`src/rtl/muldiv_seq.sv`:
```
// muldiv_seq: iterative RV32M multiply/divide sequencer (shift-add multiply, restoring divide).
// Optional macro MULDIV_EARLY_OUT_EN: trivial/special-case ops skip the iteration phase. Rev 1.0
`default_nettype none

module muldiv_seq #(
  parameter int WIDTH = 32
) (
  input  logic             clk_in,
  input  logic             rst_in,
  input  logic             valid_in,
  input  logic [2:0]       op_in,
  input  logic [WIDTH-1:0] rs1_in,
  input  logic [WIDTH-1:0] rs2_in,
  input  logic             flush_in,
  output logic             stall_out,
  output logic             done_out,
  output logic [WIDTH-1:0] res_out
);

  localparam int CW = $clog2(WIDTH + 1);

  typedef enum logic [1:0] {
    IDLE = 2'd0,
    CALC = 2'd1,
    DONE = 2'd2
  } state_e;

  state_e               state_q;
  logic [CW-1:0]        cnt_q;
  logic [2:0]           op_q;
  logic [2*WIDTH-1:0]   acc_q;
  logic [WIDTH-1:0]     b_q;
  logic                 neg_q;
  logic                 rneg_q;
  logic                 spec_q;
  logic [WIDTH-1:0]     spec_res_q;
  logic                 done_q;
  logic [WIDTH-1:0]     res_q;

  logic                 a_sgn, b_sgn;
  logic [WIDTH-1:0]     mag1, mag2;
  logic                 div_zero, div_ovf, mul_zero, spec_hit;
  logic [WIDTH-1:0]     spec_res;
  logic [WIDTH:0]       sum;
  logic [WIDTH:0]       shifted;
  logic                 fits;
  logic [WIDTH-1:0]     diff;
  logic [2*WIDTH-1:0]   acc_d;
  logic [2*WIDTH-1:0]   prod_s;
  logic [WIDTH-1:0]     quo_s, rem_s;
  logic [WIDTH-1:0]     res_d;

  // Operand decode at accept: magnitudes, signs and RISC-V special results.
  always_comb begin
    a_sgn    = (op_in inside {3'd1, 3'd2, 3'd4, 3'd6}) && rs1_in[WIDTH-1];
    b_sgn    = (op_in inside {3'd1, 3'd4, 3'd6}) && rs2_in[WIDTH-1];
    mag1     = a_sgn ? -rs1_in : rs1_in;
    mag2     = b_sgn ? -rs2_in : rs2_in;
    div_zero = op_in[2] && (rs2_in == '0);
    div_ovf  = (op_in == 3'd4 || op_in == 3'd6) &&
               (rs1_in == {1'b1, {(WIDTH-1){1'b0}}}) && (rs2_in == '1);
    mul_zero = !op_in[2] && ((rs1_in == '0) || (rs2_in == '0));
    spec_hit = div_zero || div_ovf || mul_zero;
    spec_res = '0;
    if (div_zero)
      spec_res = op_in[1] ? rs1_in : '1;
    else if (div_ovf)
      spec_res = op_in[1] ? '0 : rs1_in;
  end

  // One iteration of the datapath; acc holds {remainder, quotient} when dividing.
  always_comb begin
    sum     = {1'b0, acc_q[2*WIDTH-1:WIDTH]} + (acc_q[0] ? {1'b0, b_q} : '0);
    shifted = {acc_q[2*WIDTH-1:WIDTH], acc_q[WIDTH-1]};
    fits    = shifted >= {1'b0, b_q};
    diff    = shifted[WIDTH-1:0] - b_q;
    if (op_q[2])
      acc_d = fits ? {diff, acc_q[WIDTH-2:0], 1'b1} : {acc_q[2*WIDTH-2:0], 1'b0};
    else
      acc_d = {sum, acc_q[WIDTH-1:1]};
  end

  always_comb begin
    prod_s = neg_q ? -acc_d : acc_d;
    quo_s  = neg_q ? -acc_d[WIDTH-1:0] : acc_d[WIDTH-1:0];
    rem_s  = rneg_q ? -acc_d[2*WIDTH-1:WIDTH] : acc_d[2*WIDTH-1:WIDTH];
    case (op_q)
      3'd0:                res_d = prod_s[WIDTH-1:0];
      3'd1, 3'd2, 3'd3:    res_d = prod_s[2*WIDTH-1:WIDTH];
      3'd4, 3'd5:          res_d = quo_s;
      default:             res_d = rem_s;
    endcase
    if (spec_q)
      res_d = spec_res_q;
  end

  always_ff @(posedge clk_in or posedge rst_in) begin
    if (rst_in) begin
      state_q    <= IDLE;
      cnt_q      <= '0;
      op_q       <= '0;
      acc_q      <= '0;
      b_q        <= '0;
      neg_q      <= 1'b0;
      rneg_q     <= 1'b0;
      spec_q     <= 1'b0;
      spec_res_q <= '0;
      done_q     <= 1'b0;
      res_q      <= '0;
    end else if (flush_in) begin
      state_q <= IDLE;
      done_q  <= 1'b0;
    end else begin
      case (state_q)
        IDLE: begin
          done_q <= 1'b0;
          if (valid_in) begin
            op_q       <= op_in;
            neg_q      <= a_sgn ^ b_sgn;
            rneg_q     <= a_sgn;
            spec_q     <= spec_hit;
            spec_res_q <= spec_res;
            acc_q      <= {{WIDTH{1'b0}}, (op_in[2] ? mag1 : mag2)};
            b_q        <= op_in[2] ? mag2 : mag1;
            cnt_q      <= CW'(WIDTH);
`ifdef MULDIV_EARLY_OUT_EN
            if (spec_hit) begin
              state_q <= DONE;
              done_q  <= 1'b1;
              res_q   <= spec_res;
            end else begin
              state_q <= CALC;
            end
`else
            state_q <= CALC;
`endif
          end
        end
        CALC: begin
          acc_q <= acc_d;
          cnt_q <= cnt_q - CW'(1);
          if (cnt_q == CW'(1)) begin
            state_q <= DONE;
            done_q  <= 1'b1;
            res_q   <= res_d;
          end
        end
        DONE: begin
          done_q  <= 1'b0;
          state_q <= IDLE;
        end
        default: begin
          done_q  <= 1'b0;
          state_q <= IDLE;
        end
      endcase
    end
  end

  assign stall_out = ((state_q == IDLE) && valid_in && !flush_in) || (state_q == CALC);
  assign done_out  = done_q;
  assign res_out   = res_q;

endmodule

`default_nettype wire

```
`config.mk`:
```
export PLATFORM = sky130hd
export DESIGN_NAME = muldiv_seq
export DESIGN_NICKNAME = d
export VERILOG_FILES = /design/src/rtl/muldiv_seq.sv
export SDC_FILE = /design/constraint.sdc
export NUM_CORES = 1
export LEC_CHECK = 0
export BUFFER_PORTS_ARGS = -buffer_cell sky130_fd_sc_hd__buf_2
export CAP_MARGIN = 10
export CELL_PAD_IN_SITES_DETAIL_PLACEMENT = 0
export CELL_PAD_IN_SITES_GLOBAL_PLACEMENT = 2
export CORE_ASPECT_RATIO = 1.2
export CORE_MARGIN = 2
export CORE_UTILIZATION = 40
export CTS_BUF_LIST = sky130_fd_sc_hd__clkbuf_16
export DETAILED_ROUTE_END_ITERATION = 7
export GPL_ROUTABILITY_DRIVEN = 0
export PLACE_DENSITY_LB_ADDON = 0.1
export SETUP_SLACK_MARGIN = 0.5
export SYNTH_ARGS = -nofsm -noshare
export SYNTH_HDL_FRONTEND = slang
export SYNTH_SLANG_ARGS = --single-unit
```
`constraint.sdc`:
```
create_clock -name clk_in -period 14.37 [get_ports clk_in]
set_input_delay 1.437 -clock clk_in [delete_from_list [all_inputs] [get_ports clk_in]]
set_output_delay 1.437 -clock clk_in [all_outputs]
set_load 0.05 [all_outputs]
```
==> metrics.md, run 1 <==
| Metric | Value |
|---|---|
| Status | `finished, final reports clean` |
| Unrepaired setup endpoints after global routing | `no` |
| Commonest cells after routing, fill and taps aside | `270 x nand2_1, 237 x o21ai_0, 223 x nor2_1` |
| Clock Path Buffers | `2` |
| P_leak | `7.92 nW` |
| Adder-Cell Fraction of Synth Area | `5.43%` |
| CP max stage delay | `880 ps` |
| Commonest non-fill, non-tap cell in the layout | `nand2_1` |
| Reg clk slew, reported paths | `90 ps` |
| Vias in the first global route | `17500` |
| Crit path DAT | `7000 ps` |
| Final worst path period share | `46.4%` |
| Syn-to-layout area delta | `9.33%` |
| Period minus WS final | `6670 ps` |
| Die width | `193 um` |
| Endpoints failing setup | `0` |
| Ys flop type | `dfrtp_1` |
| Largest net degree at the start of global routing | `76` |
| Synthesized area per cell | `7.47 um2` |
| Max Freq | `150 MHz` |
| Initial Util | `40.3%` |
| Crit path cell chain | `ha_1 -> nand3_1 -> nor4_1 -> a311oi_1 -> o211a_1 -> a31oi_1 -> a22oi_1 -> inv_1 -> ha_1 -> o211ai_1 -> or4_1 -> nor4_2 -> nand3_1 -> nand2_1 -> a21oi_1 -> a2111oi_0 -> a21oi_1` |
| Skew-Pair Late Insertion Delay | `490 ps` |
| Syn Std Cell Area | `17100 um2` |
| Worst-Margin Slew | `1150 ps` |
| Routed Antenna Nets | `0` |
| Routed wire length | `75.3 mm` |
| Sink Count | `175` |
| Cells after Synth | `2290` |
| Rel. slew slack | `23.1%` |
| Drt initial violations | `1629` |
| Required time of the worst setup path | `14700 ps` |
| Ys async rst share | `100%` |
| Post-synthesis xor/xnor area fraction | `8.19%` |
| Max_cap viols | `0` |
| Final Skew | `14.1 ps` |
| Crit end category | `flop` |
| GRT Residual Overflow | `0` |
| Setup TNS | `0 ps` |
| Distinct cells, synth | `95` |
| Nets | `2452` |
| Post-synthesis mux area share | `2.77%` |
| Number of synthesized register bits | `175` |
| Antenna violations before repair | `4` |
| DRT Pass-1 Iters | `6` |
| Power Density | `194 nW/um2` |
| Min-delay worst type | `reg -> reg` |
| CP max stage cell | `a2111oi_0` |
| Placement-stage cell area | `18000 um2` |
| Register area share after synthesis | `25.6%` |
| CTS tree | `built` |
| Post-Syn Nets | `2434` |
| R2R setup slack | `7700 ps` |
| Worst vdd ir | `0.0000991 V` |
| Clk root buf | `clkbuf_16` |
| Hold Vio Cnt, Final | `0` |
| Critical path type | `reg -> reg` |
| Post-CTS resize count | `0` |
| Remaining DRCs | `0` |
| DR vias | `18100` |
| Core Box Area | `42500 um2` |
| Buffers on Ports | `104` |
| Compound-Gate Fraction of Synth Area | `30.0%` |
| DR vias/cell | `6.31` |
| Die height | `231 um` |
| Simple-gate share of the synthesized area | `22.9%` |
| First-pass GRT wire length | `112 mm` |
| H-tree depth reported by CTS | `4` |
| Final max-slew violation count | `0` |
| Combinational family with the most area after synthesis | `compound AO/OA/AOI/OAI gates` |
| Postcts setup bufs | `0` |
| Max FO, Critical Path | `18` |
| Routed length per instance | `26.2 um` |
| Yosys warning count | `0` |
| Final HPWL DP | `58.0 mm` |
| Die area | `44400 um2` |
| Number of synthesized flops with an enable pin | `0` |
| Share of layout cells above drive strength 1 | `9.39%` |
| GRT Resource Usage Total | `34.2%` |
| Setup crit start kind | `flop` |
| Std cell rows | `83` |
| TritonCTS Buffers | `17` |
| Top Ports | `105` |
| Final instance area | `18700 um2` |
| Hold-fix buffers, CTS | `0` |
## critical path: cells and delay by family, from the launching register on
| family | cells | cell delay (ps) |
|---|---|---|
| adder cells (fa/ha/maj) | 2 | 710 |
| AND/OR/NAND/NOR | 6 | 2790 |
| AO/OA/AOI/OAI | 8 | 2410 |
| flip-flops | 1 | 430 |
| buffers and inverters | 1 | 150 |
## power by group
part	internal, W	switching (W)
sequential	0.000606	0.000144
combinational	0.000770	0.00158
clock	0.000245	0.000277
## Yosys cell counts, drive strengths merged (7+ instances only)
cell / instances / area share (%)
a211o: 8 / 0.41
a211oi: 22 / 0.97
a21o: 33 / 1.4
a21oi: 209 / 6.1
a221o: 19 / 1.1
a221oi: 19 / 1.1
a22o: 23 / 1.2
a22oi: 10 / 0.47
a31oi: 25 / 1.0
and2: 48 / 1.8
and3: 15 / 0.55
buf: 39 / 1.1
clkbuf: 103 / 2.3
dfrtp: 175 / 26
ha: 71 / 5.2
inv: 78 / 1.7
mux2i: 44 / 2.6
nand2: 270 / 5.9
nand2b: 24 / 0.88
nand3: 34 / 0.99
nand4: 30 / 1.2
nand4b: 7 / 0.36
nor2: 225 / 5.0
nor2b: 15 / 0.55
nor3: 64 / 1.9
nor3b: 7 / 0.31
nor4: 25 / 1.1
o211ai: 32 / 1.4
o21a: 15 / 0.66
o21ai: 241 / 7.1
o221ai: 23 / 1.2
o22ai: 7 / 0.26
o31ai: 33 / 1.5
o41ai: 9 / 0.50
or2: 8 / 0.29
or3: 22 / 0.80
xnor2: 87 / 4.5
xor2: 73 / 3.7
## flip-flops by register name, summed over array words and instances (netlist names)
name / count
acc_q: 64
b_q: 32
cnt_q: 6
done_out: 1
neg_q: 1
op_q: 3
res_out: 32
rneg_q: 1
spec_q: 1
spec_res_q: 32
state_q: 2
## metrics by stage
| step | hold WS [ps] | cells | power (W) | util (%) | worst slack [ps] |
|---|---|---|---|---|---|
| final | 482 | 2874 | 0.00363 | 44.0 | 7700 |
| after global routing | 508 | 2873 | 0.00385 | 44.0 | 7470 |
| after CTS | 485 | 2873 | 0.00358 | 44.0 | 7810 |
| after detailed placement | 465 | 2841 | 0.00305 | 42.5 | 7830 |
| after global placement | 456 | 2841 | 0.00305 | 42.5 | 7210 |
| after floorplan | 442 | 2290 | 0.00231 | - | 8190 |
## metal layers
layer | wire length (um) | vias up | GRT usage (%)
met5 | 13 | - | 0
li1 | - | 8413 | -
met1 | 30200 | 8805 | 41.6
met2 | 35600 | 735 | 56.6
met4 | 4610 | 2 | 19.2
met3 | 4870 | 182 | 5.96
## cell families after synthesis
| family | after synthesis |
|---|---|
| xor gates and xnor gates | 160 |
| DFF | 175 |
| muxes | 47 |
| and+or+nand+nor | 820 |
| adders and majority gates | 73 |
| AOI/OAI and AO/OA | 794 |
| buffers and inverters | 221 |
## worst paths after layout
check | cells after the start | from | endpoint
worst max-delay path | 17 | acc_q[55] | res_out[22]
worst min-delay path | 2 | spec_res_q[5] | spec_res_q[5]
worst max register to register | 17 | acc_q[55] | res_out[22]
worst min register to register | 2 | spec_res_q[5] | spec_res_q[5]
max in group asynchronous | 3 | rst_in | op_q[2]
min in group asynchronous | 2 | rst_in | spec_res_q[4]
## area by class of cell
class / instances / area (um2)
Antenna cell: 1 / 2.50
Timing Repair Buffer: 141 / 801
Sequential cell: 175 / 4380
Multi-Input combinational cell: 1894 / 11900
Fill cell: 4356 / 23800
Clock buffer: 17 / 425
Tap cell: 552 / 691
Inverter: 79 / 302
Clock inverter: 15 / 223
(Power assumes the default switching activity.)
==> run 2, diff against run 1 <==
--- a/config.mk
+++ b/config.mk
@@ -11,7 +11,7 @@
 export CELL_PAD_IN_SITES_GLOBAL_PLACEMENT = 2
 export CORE_ASPECT_RATIO = 1.2
 export CORE_MARGIN = 2
-export CORE_UTILIZATION = 40
+export CORE_UTILIZATION = 33
 export CTS_BUF_LIST = sky130_fd_sc_hd__clkbuf_16
 export DETAILED_ROUTE_END_ITERATION = 7
 export GPL_ROUTABILITY_DRIVEN = 0
==> constraint.sdc (replaced) <==
create_clock -name clk_in -period 5.4 [get_ports clk_in]
set_input_delay 0.54 -clock clk_in [delete_from_list [all_inputs] [get_ports clk_in]]
set_output_delay 0.54 -clock clk_in [all_outputs]
set_load 0.05 [all_outputs]
==> metrics.md, run 2 (synthesis gave the netlist of run 1 again) <==
| Metric | Value |
|---|---|
| Crit path DAT | `5270 ps (was 7000 ps)` |
| Initial Util | `33.3% (was 40.3%)` |
| Place WS | `-137 ps (was 7830 ps)` |
| Die width | `212 um (was 193 um)` |
| Final instance area | `20700 um2 (was 18700 um2)` |
| Clk root buf | `clkbuf_16 (unchanged)` |
| Nets | `2608 (was 2452)` |
| Hold Vio Cnt, Final | `0 (unchanged)` |
| Max reg flops | `64 (unchanged)` |
| TritonCTS Buffers | `17 (unchanged)` |
| Reg with most FFs | `acc_q (unchanged)` |
| Drt initial violations | `1465 (was 1629)` |
| Antenna violations before repair | `4 (unchanged)` |
| CP Capture Point | `res_out[16] (was res_out[22])` |
| Power Density | `531 nW/um2 (was 194 nW/um2)` |
| Worst Reg-to-Reg Cells | `20 (was 17)` |
| Syn-to-layout area delta | `20.8% (was 9.33%)` |
| Critical Path Source | `acc_q[40] (was acc_q[55])` |
| Min-delay worst type | `in -> reg (was reg -> reg)` |
| Final max-slew violation count | `0 (unchanged)` |
| Top Ports | `105 (unchanged)` |
| Worst setup margin | `513 ps (was 7700 ps)` |
| Placement-stage cell area | `19100 um2 (was 18000 um2)` |
| Fillers | `5444 (was 4356)` |
| Rel. slew slack | `18.5% (was 23.1%)` |
| Max_cap viols | `0 (unchanged)` |
| Max Freq | `205 MHz (was 150 MHz)` |
| Unrepaired setup endpoints after global routing | `yes (was no)` |
| Final worst path period share | `90.5% (was 46.4%)` |
| Die height | `253 um (was 231 um)` |
| CTS tree | `built (unchanged)` |
| Clock Path Buffers | `2 (unchanged)` |
| Final core utilization | `40.2% (was 44.0%)` |
| Commonest cells after routing, fill and taps aside | `269 x nand2_1, 232 x o21ai_0, 223 x nor2_1 (was 270 x nand2_1, 237 x o21ai_0, 223 x nor2_1)` |
| Reg2reg end | `res_out[16] (was res_out[22])` |
| Worst-Margin Slew | `1220 ps (was 1150 ps)` |
| Period minus WS final | `4890 ps (was 6670 ps)` |
| Routed length per instance | `25.7 um (was 26.2 um)` |
| Endpoints failing setup | `0 (unchanged)` |
| Setup TNS | `0 ps (unchanged)` |
| Remaining DRCs | `0 (unchanged)` |
| P_leak | `8.72 nW (was 7.92 nW)` |
| Worst hold margin | `336 ps (was 482 ps)` |
| Footprint of the multi-input gates | `12400 um2 (was 11900 um2)` |
| Sink Count | `175 (unchanged)` |
| Required time of the worst setup path | `5780 ps (was 14700 ps)` |
| Setup crit start kind | `flop (unchanged)` |
| Core Box Area | `51400 um2 (was 42500 um2)` |
| Skew-Pair Late Insertion Delay | `490 ps (about the same)` |
| Status | `finished, final reports clean (unchanged)` |
| Worst vdd ir | `0.000306 V (was 0.0000991 V)` |
| Final Skew | `17.0 ps (was 14.1 ps)` |
| Share of layout cells above drive strength 1 | `18.4% (was 9.39%)` |
| FF+latch area | `4390 um2 (was 4380 um2)` |
| Buffers on Ports | `104 (unchanged)` |
| Max FO, Critical Path | `7 (was 18)` |
| R2R setup slack | `510 ps (was 7700 ps)` |
| DRT Pass-1 Iters | `5 (was 6)` |
| Routed Antenna Nets | `0 (unchanged)` |
| Crit end category | `flop (unchanged)` |
| H-tree depth reported by CTS | `4 (unchanged)` |
| Vias in the first global route | `18000 (was 17500)` |
| GRT Residual Overflow | `0 (unchanged)` |
| DR vias/cell | `5.88 (was 6.31)` |
| Critical path type | `reg -> reg (unchanged)` |
| Die area | `53700 um2 (was 44400 um2)` |
| Std cell rows | `91 (was 83)` |
| R2R Path Start | `acc_q[40] (was acc_q[55])` |
| Reg clk slew, reported paths | `90 ps (about the same)` |
| GRT Resource Usage Total | `30.4% (was 34.2%)` |
| Number of diodes | `0 (was 1)` |
| Routed wire length | `81.7 mm (was 75.3 mm)` |
| Largest net degree at the start of global routing | `112 (was 76)` |
| First-pass GRT wire length | `120 mm (was 112 mm)` |
| Commonest non-fill, non-tap cell in the layout | `nand2_1 (unchanged)` |
| Final HPWL DP | `63.3 mm (was 58.0 mm)` |
| DR vias | `18700 (was 18100)` |
-- run 2: cell types whose count changed in the layout (fill, tap and decap cells not counted), sizes merged --
cell | before | now
inv | 86 | 84
buf | 141 | 295
diode | 1 | 0
dlygate4sd3 | 0 | 1
clkbuf | 17 | 18
clkinvlp | 0 | 2
-- run 2: layout make-up --
class | instances | area share [%]
sequential | 175 | 21.3
clock inverter | 15 | 0.896
tap | 697 | 4.22
multi-input combinational | 1894 | 60.2
inverter | 79 | 1.45
timing repair buffer | 297 | 9.92
clock buffer | 17 | 2.06
-- run 2: worst min path at each step --
stage / start / end / slack [ps] / depth (start not counted)
finish: op_in[1] / op_q[1] / 340 / 3
global route: op_in[1] / op_q[1] / 370 / 3
CTS: op_in[1] / op_q[1] / 320 / 3
detailed placement: rst_in / res_out[4] / 430 / 2
global placement: rst_in / res_out[4] / 430 / 2
floorplan: spec_res_q[30] / spec_res_q[30] / 440 / 2
-- run 2: layer usage --
layer	GRT usage (%)	part of all wire, %	vias up
met5	0	0	-
met4	14.2	4.8	0
met3	2.85	5.1	132
met2	52.3	48	666
met1	38.1	42	9148
li1	-	-	8725
-- run 2: repair_timing --
| item | 4_1_cts | 5_1_grt |
|---|---|---|
| gates resized for setup | 23 | 101 |
| endpoints found under the setup margin | 27 | 24 |
| hold buffers | 1 | 0 |
| gates cloned | 0 | 1 |
| pin swaps | 4 | 31 |
| setup buffers | 10 | 32 |
| hold endpoints to repair | 1 | 0 |
-- run 2: worst max-delay path: stages (launching register included) --
cell       delay, ps
dfrtp_2          440
ha_1             330
buf_6            130
nand4_1          240
nor3_4           330
o2111ai_4        200
a21bo_4          290
a31oi_2          220
a22oi_2          120
inv_2            130
ha_4             160
o211ai_1         110
or4_4            540
buf_4            160
or2_2            310
nand2b_1         190
o21ai_0          220
xnor2_1          100
a221oi_1         310
buf_4            200
a21oi_1           40
-- run 2: power breakdown --
group,internal (W),switching [W]
combinational,0.00290,0.00472
clock,0.000630,0.000709
sequential,0.00162,0.000393
total,0.00515,0.00582
-- run 2: through the flow --
| step | cells | total power, W |
|---|---|---|
| after floorplan | 2290 | 0.00616 |
| after global placement | 3098 | 0.00883 |
| after detailed placement | 3098 | 0.00879 |
| after CTS | 3141 | 0.0103 |
| after global routing | 3174 | 0.0116 |
| final | 3174 | 0.0110 |
